<file path="src/rtl/pipe_stage_elastic_pkg.sv">
// Shared types and defaults for the elastic pipeline register.
package pipe_pkg;

  // Occupancy of the stage: no entry, main entry only, main plus skid entry.
  typedef enum logic [1:0] {
    ST_EMPTY = 2'd0,
    ST_ONE   = 2'd1,
    ST_TWO   = 2'd2
  } pipe_state_t;

  localparam int unsigned PIPE_W_DEF     = 32;
  localparam int unsigned PIPE_CNT_W_DEF = 16;

endpackage

</file>
<file path="src/rtl/pipe_stage_elastic_if.sv">
// Valid/ready handshake bundle for one pipeline stage (upstream and downstream side).
// slave  : the stage itself.
// master : the environment driving the stage (producer and consumer).
interface pipe_stage_elastic_if #(
  parameter int unsigned W = 32
);
  logic         in_valid;
  logic         in_ready;
  logic [W-1:0] in_data;
  logic         out_valid;
  logic         out_ready;
  logic [W-1:0] out_data;

  modport slave (
    input  in_valid, in_data, out_ready,
    output in_ready, out_valid, out_data
  );

  modport master (
    output in_valid, in_data, out_ready,
    input  in_ready, out_valid, out_data
  );
endinterface

</file>
<file path="src/rtl/pipe_stage_elastic_sat_cnt.sv">
// Saturating event counter used for stage performance monitoring.
module pipe_sat_cnt #(
  parameter int unsigned CNT_W = 16
) (
  input  logic             clk,
  input  logic             rst,
  input  logic             inc,
  output logic [CNT_W-1:0] cnt
);

  // Count cycles with inc set, sticking at the all-ones value; only rst clears it.
  always_ff @(posedge clk or posedge rst) begin
    if (rst) begin
      cnt <= {CNT_W{1'b0}};
    end else if (inc && (cnt != {CNT_W{1'b1}})) begin
      cnt <= cnt + {{(CNT_W-1){1'b0}}, 1'b1};
    end
  end

endmodule

</file>
<file path="src/rtl/pipe_stage_elastic.sv">
// Generic elastic pipeline register with valid/ready handshake, synchronous
// flush and an optional skid entry (SKID=1 gives a registered in_ready).
// Optional stall/bubble counters are built when PIPE_STAGE_PERF_EN is defined.
module pipe_stage_elastic
  import pipe_pkg::*;
#(
  parameter int unsigned W     = PIPE_W_DEF,
  parameter int unsigned SKID  = 1,
  parameter int unsigned CNT_W = PIPE_CNT_W_DEF
) (
  input  logic                  clk,
  input  logic                  rst,
  input  logic                  flush,
  pipe_stage_elastic_if.slave   bus
`ifdef PIPE_STAGE_PERF_EN
  ,
  output logic [CNT_W-1:0]      stall_cnt,
  output logic [CNT_W-1:0]      bubble_cnt
`endif
);

  pipe_state_t  r_state;
  logic [W-1:0] r_main;
  logic [W-1:0] r_skid;
  logic         r_out_valid;
  logic         r_in_ready;

  logic         w_in_ready;
  logic         w_in_fire;
  logic         w_out_fire;

  // With a skid entry in_ready comes from a flop; without it, the stage can
  // accept whenever it is empty or its current entry leaves this cycle.
  generate
    if (SKID != 0) begin : g_skid
      assign w_in_ready = r_in_ready;
    end else begin : g_noskid
      assign w_in_ready = !r_out_valid | bus.out_ready;
    end
  endgenerate

  assign w_in_fire  = bus.in_valid & w_in_ready;
  assign w_out_fire = r_out_valid & bus.out_ready;

  assign bus.in_ready  = w_in_ready;
  assign bus.out_valid = r_out_valid;
  assign bus.out_data  = r_main;

  // Occupancy FSM: main entry always drives out_data, skid entry absorbs the
  // one payload accepted while downstream stalls. Flush overrides everything.
  always_ff @(posedge clk or posedge rst) begin
    if (rst) begin
      r_state     <= ST_EMPTY;
      r_main      <= {W{1'b0}};
      r_skid      <= {W{1'b0}};
      r_out_valid <= 1'b0;
      r_in_ready  <= 1'b1;
    end else if (flush) begin
      r_state     <= ST_EMPTY;
      r_main      <= {W{1'b0}};
      r_skid      <= {W{1'b0}};
      r_out_valid <= 1'b0;
      r_in_ready  <= 1'b1;
    end else begin
      case (r_state)
        ST_EMPTY: begin
          if (w_in_fire) begin
            r_state     <= ST_ONE;
            r_main      <= bus.in_data;
            r_out_valid <= 1'b1;
            r_in_ready  <= 1'b1;
          end
        end
        ST_ONE: begin
          if (w_in_fire && w_out_fire) begin
            r_main <= bus.in_data;
          end else if (w_in_fire) begin
            // Only reachable with SKID=1: downstream stalled, park in skid.
            r_state    <= ST_TWO;
            r_skid     <= bus.in_data;
            r_in_ready <= 1'b0;
          end else if (w_out_fire) begin
            r_state     <= ST_EMPTY;
            r_out_valid <= 1'b0;
          end
        end
        ST_TWO: begin
          if (w_out_fire) begin
            r_state    <= ST_ONE;
            r_main     <= r_skid;
            r_in_ready <= 1'b1;
          end
        end
        default: begin
          r_state     <= ST_EMPTY;
          r_main      <= {W{1'b0}};
          r_skid      <= {W{1'b0}};
          r_out_valid <= 1'b0;
          r_in_ready  <= 1'b1;
        end
      endcase
    end
  end

`ifdef PIPE_STAGE_PERF_EN
  logic w_stall;
  logic w_bubble;

  assign w_stall  = r_out_valid & !bus.out_ready;
  assign w_bubble = !r_out_valid;

  pipe_sat_cnt #(.CNT_W(CNT_W)) u_stall_cnt (
    .clk (clk),
    .rst (rst),
    .inc (w_stall),
    .cnt (stall_cnt)
  );

  pipe_sat_cnt #(.CNT_W(CNT_W)) u_bubble_cnt (
    .clk (clk),
    .rst (rst),
    .inc (w_bubble),
    .cnt (bubble_cnt)
  );
`endif

endmodule
</file>
<file path="src/flat_wrapper.sv">
// flat-port wrapper written by rule: the top's interface ports become plain ports
module pipe_stage_elastic_flat import pipe_pkg::*;
#(
  parameter int unsigned W     = PIPE_W_DEF,
  parameter int unsigned SKID  = 1,
  parameter int unsigned CNT_W = PIPE_CNT_W_DEF
)
  (clk, rst, flush, bus_in_valid, bus_in_data, bus_out_ready, bus_in_ready, bus_out_valid, bus_out_data);
  pipe_stage_elastic_if #(.W(W)) bus_i ();
  input  logic clk;
  input  logic rst;
  input  logic flush;
  input wire logic [$bits(bus_i.in_valid)-1:0] bus_in_valid;
  input wire logic [$bits(bus_i.in_data)-1:0] bus_in_data;
  input wire logic [$bits(bus_i.out_ready)-1:0] bus_out_ready;
  output wire logic [$bits(bus_i.in_ready)-1:0] bus_in_ready;
  output wire logic [$bits(bus_i.out_valid)-1:0] bus_out_valid;
  output wire logic [$bits(bus_i.out_data)-1:0] bus_out_data;
  assign bus_i.in_valid = bus_in_valid;
  assign bus_i.in_data = bus_in_data;
  assign bus_i.out_ready = bus_out_ready;
  assign bus_in_ready = bus_i.in_ready;
  assign bus_out_valid = bus_i.out_valid;
  assign bus_out_data = bus_i.out_data;
  pipe_stage_elastic #(.W(W), .SKID(SKID), .CNT_W(CNT_W)) u_core (.clk(clk), .rst(rst), .flush(flush), .bus(bus_i));
endmodule
</file>
<file path="config.mk">
export PLATFORM = sky130hd
export DESIGN_NAME = pipe_stage_elastic_flat
export DESIGN_NICKNAME = d
export VERILOG_FILES = /design/src/rtl/pipe_stage_elastic_pkg.sv /design/src/rtl/pipe_stage_elastic_if.sv /design/src/rtl/pipe_stage_elastic_sat_cnt.sv /design/src/rtl/pipe_stage_elastic.sv /design/src/flat_wrapper.sv
export SDC_FILE = /design/constraint.sdc
export NUM_CORES = 1
export LEC_CHECK = 0
export ABC_AREA = 1
export BUFFER_PORTS_ARGS = -buffer_cell sky130_fd_sc_hd__buf_2
export CAP_MARGIN = 10
export CORE_MARGIN = 2
export CORE_UTILIZATION = 30
export DETAILED_ROUTE_END_ITERATION = 10
export GPL_ROUTABILITY_DRIVEN = 1
export HOLD_SLACK_MARGIN = 0.03
export MAX_ROUTING_LAYER = met4
export PLACE_DENSITY_LB_ADDON = 0.05
export SLEW_MARGIN = 10
export SYNTH_ARGS = -nofsm -noshare
export SYNTH_HDL_FRONTEND = slang
export SYNTH_HIERARCHICAL = 1
export SYNTH_SLANG_ARGS = --single-unit
</file>
<file path="constraint.sdc">
create_clock -name clk -period 5.7 [get_ports clk]
set_clock_uncertainty 0.15 [all_clocks]
set_input_delay 1.14 -clock clk [delete_from_list [all_inputs] [get_ports clk]]
set_output_delay 1.14 -clock clk [all_outputs]
set_load 0.02 [all_outputs]
</file>
---- Word-level counts from Yosys, hierarchy flattened ----
Cells that the tools add are included.
word-level totals
  logic and storage cells ................. 53
  bits in latches ......................... 0
  output and inout port bits .............. 34
  bits in registers ....................... 68
  input bits .............................. 37
  memories ................................ 0
  memory bits (read-only) ................. 0
  RAM bits ................................ 0
cells by class
  reduce and logical (&&, ||, !) cells .... 8
  bitwise operators ....................... 2
  $add $sub $neg .......................... 0
  muxes and demuxes ....................... 26
  equal/unequal tests ..................... 12
  magnitude comparators ................... 0
  div/mod/pow operators ................... 0
  multipliers ............................. 0
  shifts and indexed selects .............. 0
operators with widths
  kind                count
  $mux 32             6
  $pmux 32 s3         1
  $pmux 32 s2         1
  $ne 3x2->1 const B  5
  $mux 2              6
  $mux 1              9
  $reduce_and 4->1    2
  $ne 3x3->1 const B  2
  $pmux 1 s3          2
  $pmux 2 s3          1
  $reduce_and 3->1    2
  $reduce_and 5->1    1
  $ne 4x2->1 const B  1
  $and 1x1->1         2
  $eq 2x1->1 const B  1
  $eq 2x2->1 const B  1
  $logic_not 2->1     1
  $ne 2x1->1 const B  1
  $ne 2x2->1 const B  1
  $reduce_or 2->1     1
  $logic_and 1x1->1   1

---- Longest topological paths before layout ----
  depth after elaboration ................. 6
  mapped depth ............................ 9
  depth with buffers taken out ............ 7

---- Worst setup path after synthesis ----
Ideal clock, no wire load.
  path type ............................... input -> register
  start point ............................. input bus_out_ready
  end point ............................... register u_core.r_skid[28]
  buffers on the path ..................... 2
  arrival time ............................ 1.931 ns
  setup slack ............................. 3.499 ns
  cell stages on the path ................. 8
  required time ........................... 5.429 ns
  cells stage by stage .................... nand2_1 -> inv_1 -> o21ai_2 -> nand2_1 -> buf_4 -> buf_4 -> nand2_1 -> o21ai_1
between the ends
  cells in the longest elaborated chain, start to end .. 4
ends and longest elaborated chain
  item                        line                      text
  start, declared             flat_wrapper.sv:15        input wire logic [$bits(bus_i.out_ready)-1:0] bus_out_ready;
  $and 1x1->1                 pipe_stage_elastic.sv:43  assign w_out_fire = r_out_valid & bus.out_ready;
  $logic_and 1x1->1           pipe_stage_elastic.sv:75  if (w_in_fire && w_out_fire) begin
  $ne 3x3->1 (no line)        --
  $reduce_and 3->1 (no line)  --
  end signal, assigned        pipe_stage_elastic.sv:55  r_skid <= {W{1'b0}};
  end signal, assigned        pipe_stage_elastic.sv:61  r_skid <= {W{1'b0}};
  end signal, assigned        pipe_stage_elastic.sv:80  r_skid <= bus.in_data;
  end, declared               pipe_stage_elastic.sv:24  logic [W-1:0] r_skid;
Every way passes these cells.
A chain may end at the register's enable or synchronous reset.

---- Worst setup path after layout ----
  start point ............................. input flush
  end point ............................... register u_core.r_main[23] (netlist: u_core/bus.out_data[23])
between the ends
  cells in the longest elaborated chain, start to end .. 2
  elaborated cells between the ends (all ways) .. 5
ends and longest elaborated chain
  item                        line                      text
  start, declared             flat_wrapper.sv:12        input logic flush;
  $ne 3x2->1 (no line)        --
  $reduce_and 3->1 (no line)  --
  end signal, assigned        pipe_stage_elastic.sv:54  r_main <= {W{1'b0}};
  end signal, assigned        pipe_stage_elastic.sv:60  r_main <= {W{1'b0}};
  end signal, assigned        pipe_stage_elastic.sv:69  r_main <= bus.in_data;
  end, declared               pipe_stage_elastic.sv:23  logic [W-1:0] r_main;
Several ways; a longest one is shown, not always the timed one.

==> metrics <==
status=complete, no violations; Finished Layout Cells=592; top cell type's share of synthesized area=0.548; register area share after synthesis=0.556; initial antenna violation count=0; final hold slack=0.316 ns; Global Route Usage Sum=0.158; LEAKAGE=2.05 nW; RSZ-0062 raised after global routing=no; Largest stage delay, worst path=0.63 ns; clock sinks=68; Crit-path slowest cell=nor2_4; WP data required=5.81 ns; post-route minimum period=2.40 ns; Hold Crit Class=flip-flop to flip-flop; top cells by area, synth=dfrtp_1 55%, nand2_1 24%, o21ai_1 5.4%; vias in the first global route=2729; RD Place Congestion=0.802; worst slack, placed=2.93 ns; Mapped Area=3060 µm²; Gate Count Post-Synth=389; max-cap violations=0; largest net degree at the start of global routing=44; die outline width=105 µm; FF+latch count, synth=68; Post-Syn Area per Cell=7.87 µm²; hold buffers post-CTS=0; total core area=9820 µm²; CP endpoint kind=flip-flop; initial DRC count=72; Warnings, synthesis=6; CP Class=input pin to flip-flop; Power Dens Cells=442 nW/µm²; Mapped Nets=426; IO Pins=71; Placed Cells=577; CTS H-tree depth=3; Setup Viol. Count Final=0; Slew Limit Fails=0; first-pass GRT wire length=13.3 mm; post-layout net count=492; headroom to the max-slew limit=0.429; first drt pass iteration count=4; cts repair resizes=0; P&R area growth vs syn=21.3%; Final Hold Fails=0; via count=2613; ANT nets after route=0; Critical Path AT=2.52 ns; Util after Layout=0.378; fin crit share=0.421; grt ovf=0; CTS tree=done; fmax=417 MHz; clk slew on worst S/H paths=0.07 ns; layout cells sized above 1=0.222; cell taking the most area after synthesis=dfrtp_1; Worst Path Max Fanout=32; setup_tns=0 ns; residual DRC count=0; wire per inst=13.1 µm; die span in y=105 µm; total die area=11000 µm²; Site Rows=36; cell breakdown of the critical path=buf_2 -> nor2_4 -> nand3_1 -> nand2_1 -> nor2_4 -> nand2_1 -> nand2_1; post-detail-place hpwl=4.73 mm; Worst Max-Slew Pin Slew=0.855 ns; Post-Route WL=7.76 mm; cell mode on critical path=nand2_1; CP startpoint kind=input pin; number of fill cells=1109; Initial Utilization=0.312; Post-CTS Setup Bufs=0; Max clock buf depth=2; clk root buf=clkbuf_8; post-DR vias/cell=4.41; cts bufs inserted=9; worst setup margin=3.30 ns; VDD IR max=0.149 mV; Distinct cells, synth=20; Port Buffer Count=70; clk_lat worst skew=0.33 ns; antenna cell count=0
-- cell families (layout without fill, tap and decap cells) --
group / count (synthesis) / count (layout) / synth area share
buf+inv: 50 / 120 / 0.0715
simple gates: 209 / 209 / 0.269
compound gates: 62 / 62 / 0.103
flops: 68 / 68 / 0.556
-- cells in the mapped netlist --
master    instances
o21ai_1          33
inv_1            28
o21ai_2           1
dfstp_2           1
nand4_1           2
nor2_4            2
o21ai_0          25
nand2_1         193
inv_2             5
buf_4             5
nand2_2           1
a21oi_1           2
buf_2            10
nor2_2            3
nand3_1           2
clkbuf_1          2
nand2_4           1
a31oi_1           1
nor2_1            5
dfrtp_1          67
-- routing by layer --
metal | wire length (µm) | GRT usage
met1 | 3660 | 0.196
met4 | 31 | 0.0543
met2 | 3770 | 0.257
met5 | 0 | -
met3 | 307 | 0.0299
-- critical path, delay by kind of cell --
kind,cells,cell delay [ns]
buf+inv,1,0.18
simple gates,6,1.19
-- stage by stage --
| step | total power [mW] | area [µm²] |
|---|---|---|
| floorplan | 1.07 | 3060 |
| finish | 1.64 | 3710 |
| global route | 1.77 | 3710 |
| CTS | 1.68 | 3710 |
| global placement | 1.25 | 3510 |
| detailed placement | 1.25 | 3510 |
-- state kept, by name (all words and copies together) (netlist names) --
signal                cells
u_core/bus.out_data      32
u_core/bus.in_ready       1
u_core/bus.out_valid      1
u_core/r_skid            32
u_core/r_state            2
-- report_power, final --
part	internal (mW)	switching (mW)
Sequential	0.610	0.0702
Clock	0.241	0.180
Combinational	0.153	0.389
Total	1.00	0.639
-- placed cells by master (no fill, tap or decap) --
cell type and count:
nand2_1 193, buf_2 70, dfrtp_1 67, o21ai_1 33, inv_1 27, o21ai_0 25, clkbuf_8 9, inv_2 6
nor2_1 5, clkinv_2 4, nor2_4 4, bufinv_16 2, nand3_1 2, a21oi_1 2, nand4_1 2, buf_4 2
nor2_2 1, o21ai_2 1, nand2_4 1, a31oi_1 1, nand2_2 1, dfstp_2 1
-- final cells by class --
type | instances | area [µm²] | share of cell area
inverters | 33 | 124 | 0.0334
repair buffers | 72 | 365 | 0.0984
flip-flops and latches | 68 | 1700 | 0.459
clock buffers | 9 | 124 | 0.0334
clock inverters | 6 | 80.1 | 0.0216
well taps | 133 | 166 | 0.0448
multi-input cells | 271 | 1150 | 0.310
-- final timing paths --
check,start,to,slack (ns),cells past startpoint
setup / recovery,flush,u_core/bus.out_data[23]$_DFFE_PP0P_,3.30,7
min in group asynchronous,rst,u_core/r_skid[7]$_DFFE_PP0P_,0.70,2
hold reg to reg,u_core/bus.out_data[11]$_DFFE_PP0P_,u_core/bus.out_data[11]$_DFFE_PP0P_,0.32,2
setup reg to reg,u_core/bus.in_ready$_DFFE_PP1P_,u_core/bus.out_data[23]$_DFFE_PP0P_,3.65,6
hold / removal,u_core/bus.out_data[11]$_DFFE_PP0P_,u_core/bus.out_data[11]$_DFFE_PP0P_,0.32,2
max in group asynchronous,rst,u_core/bus.out_data[31]$_DFFE_PP0P_,3.70,3
(Power assumes the default switching activity.)
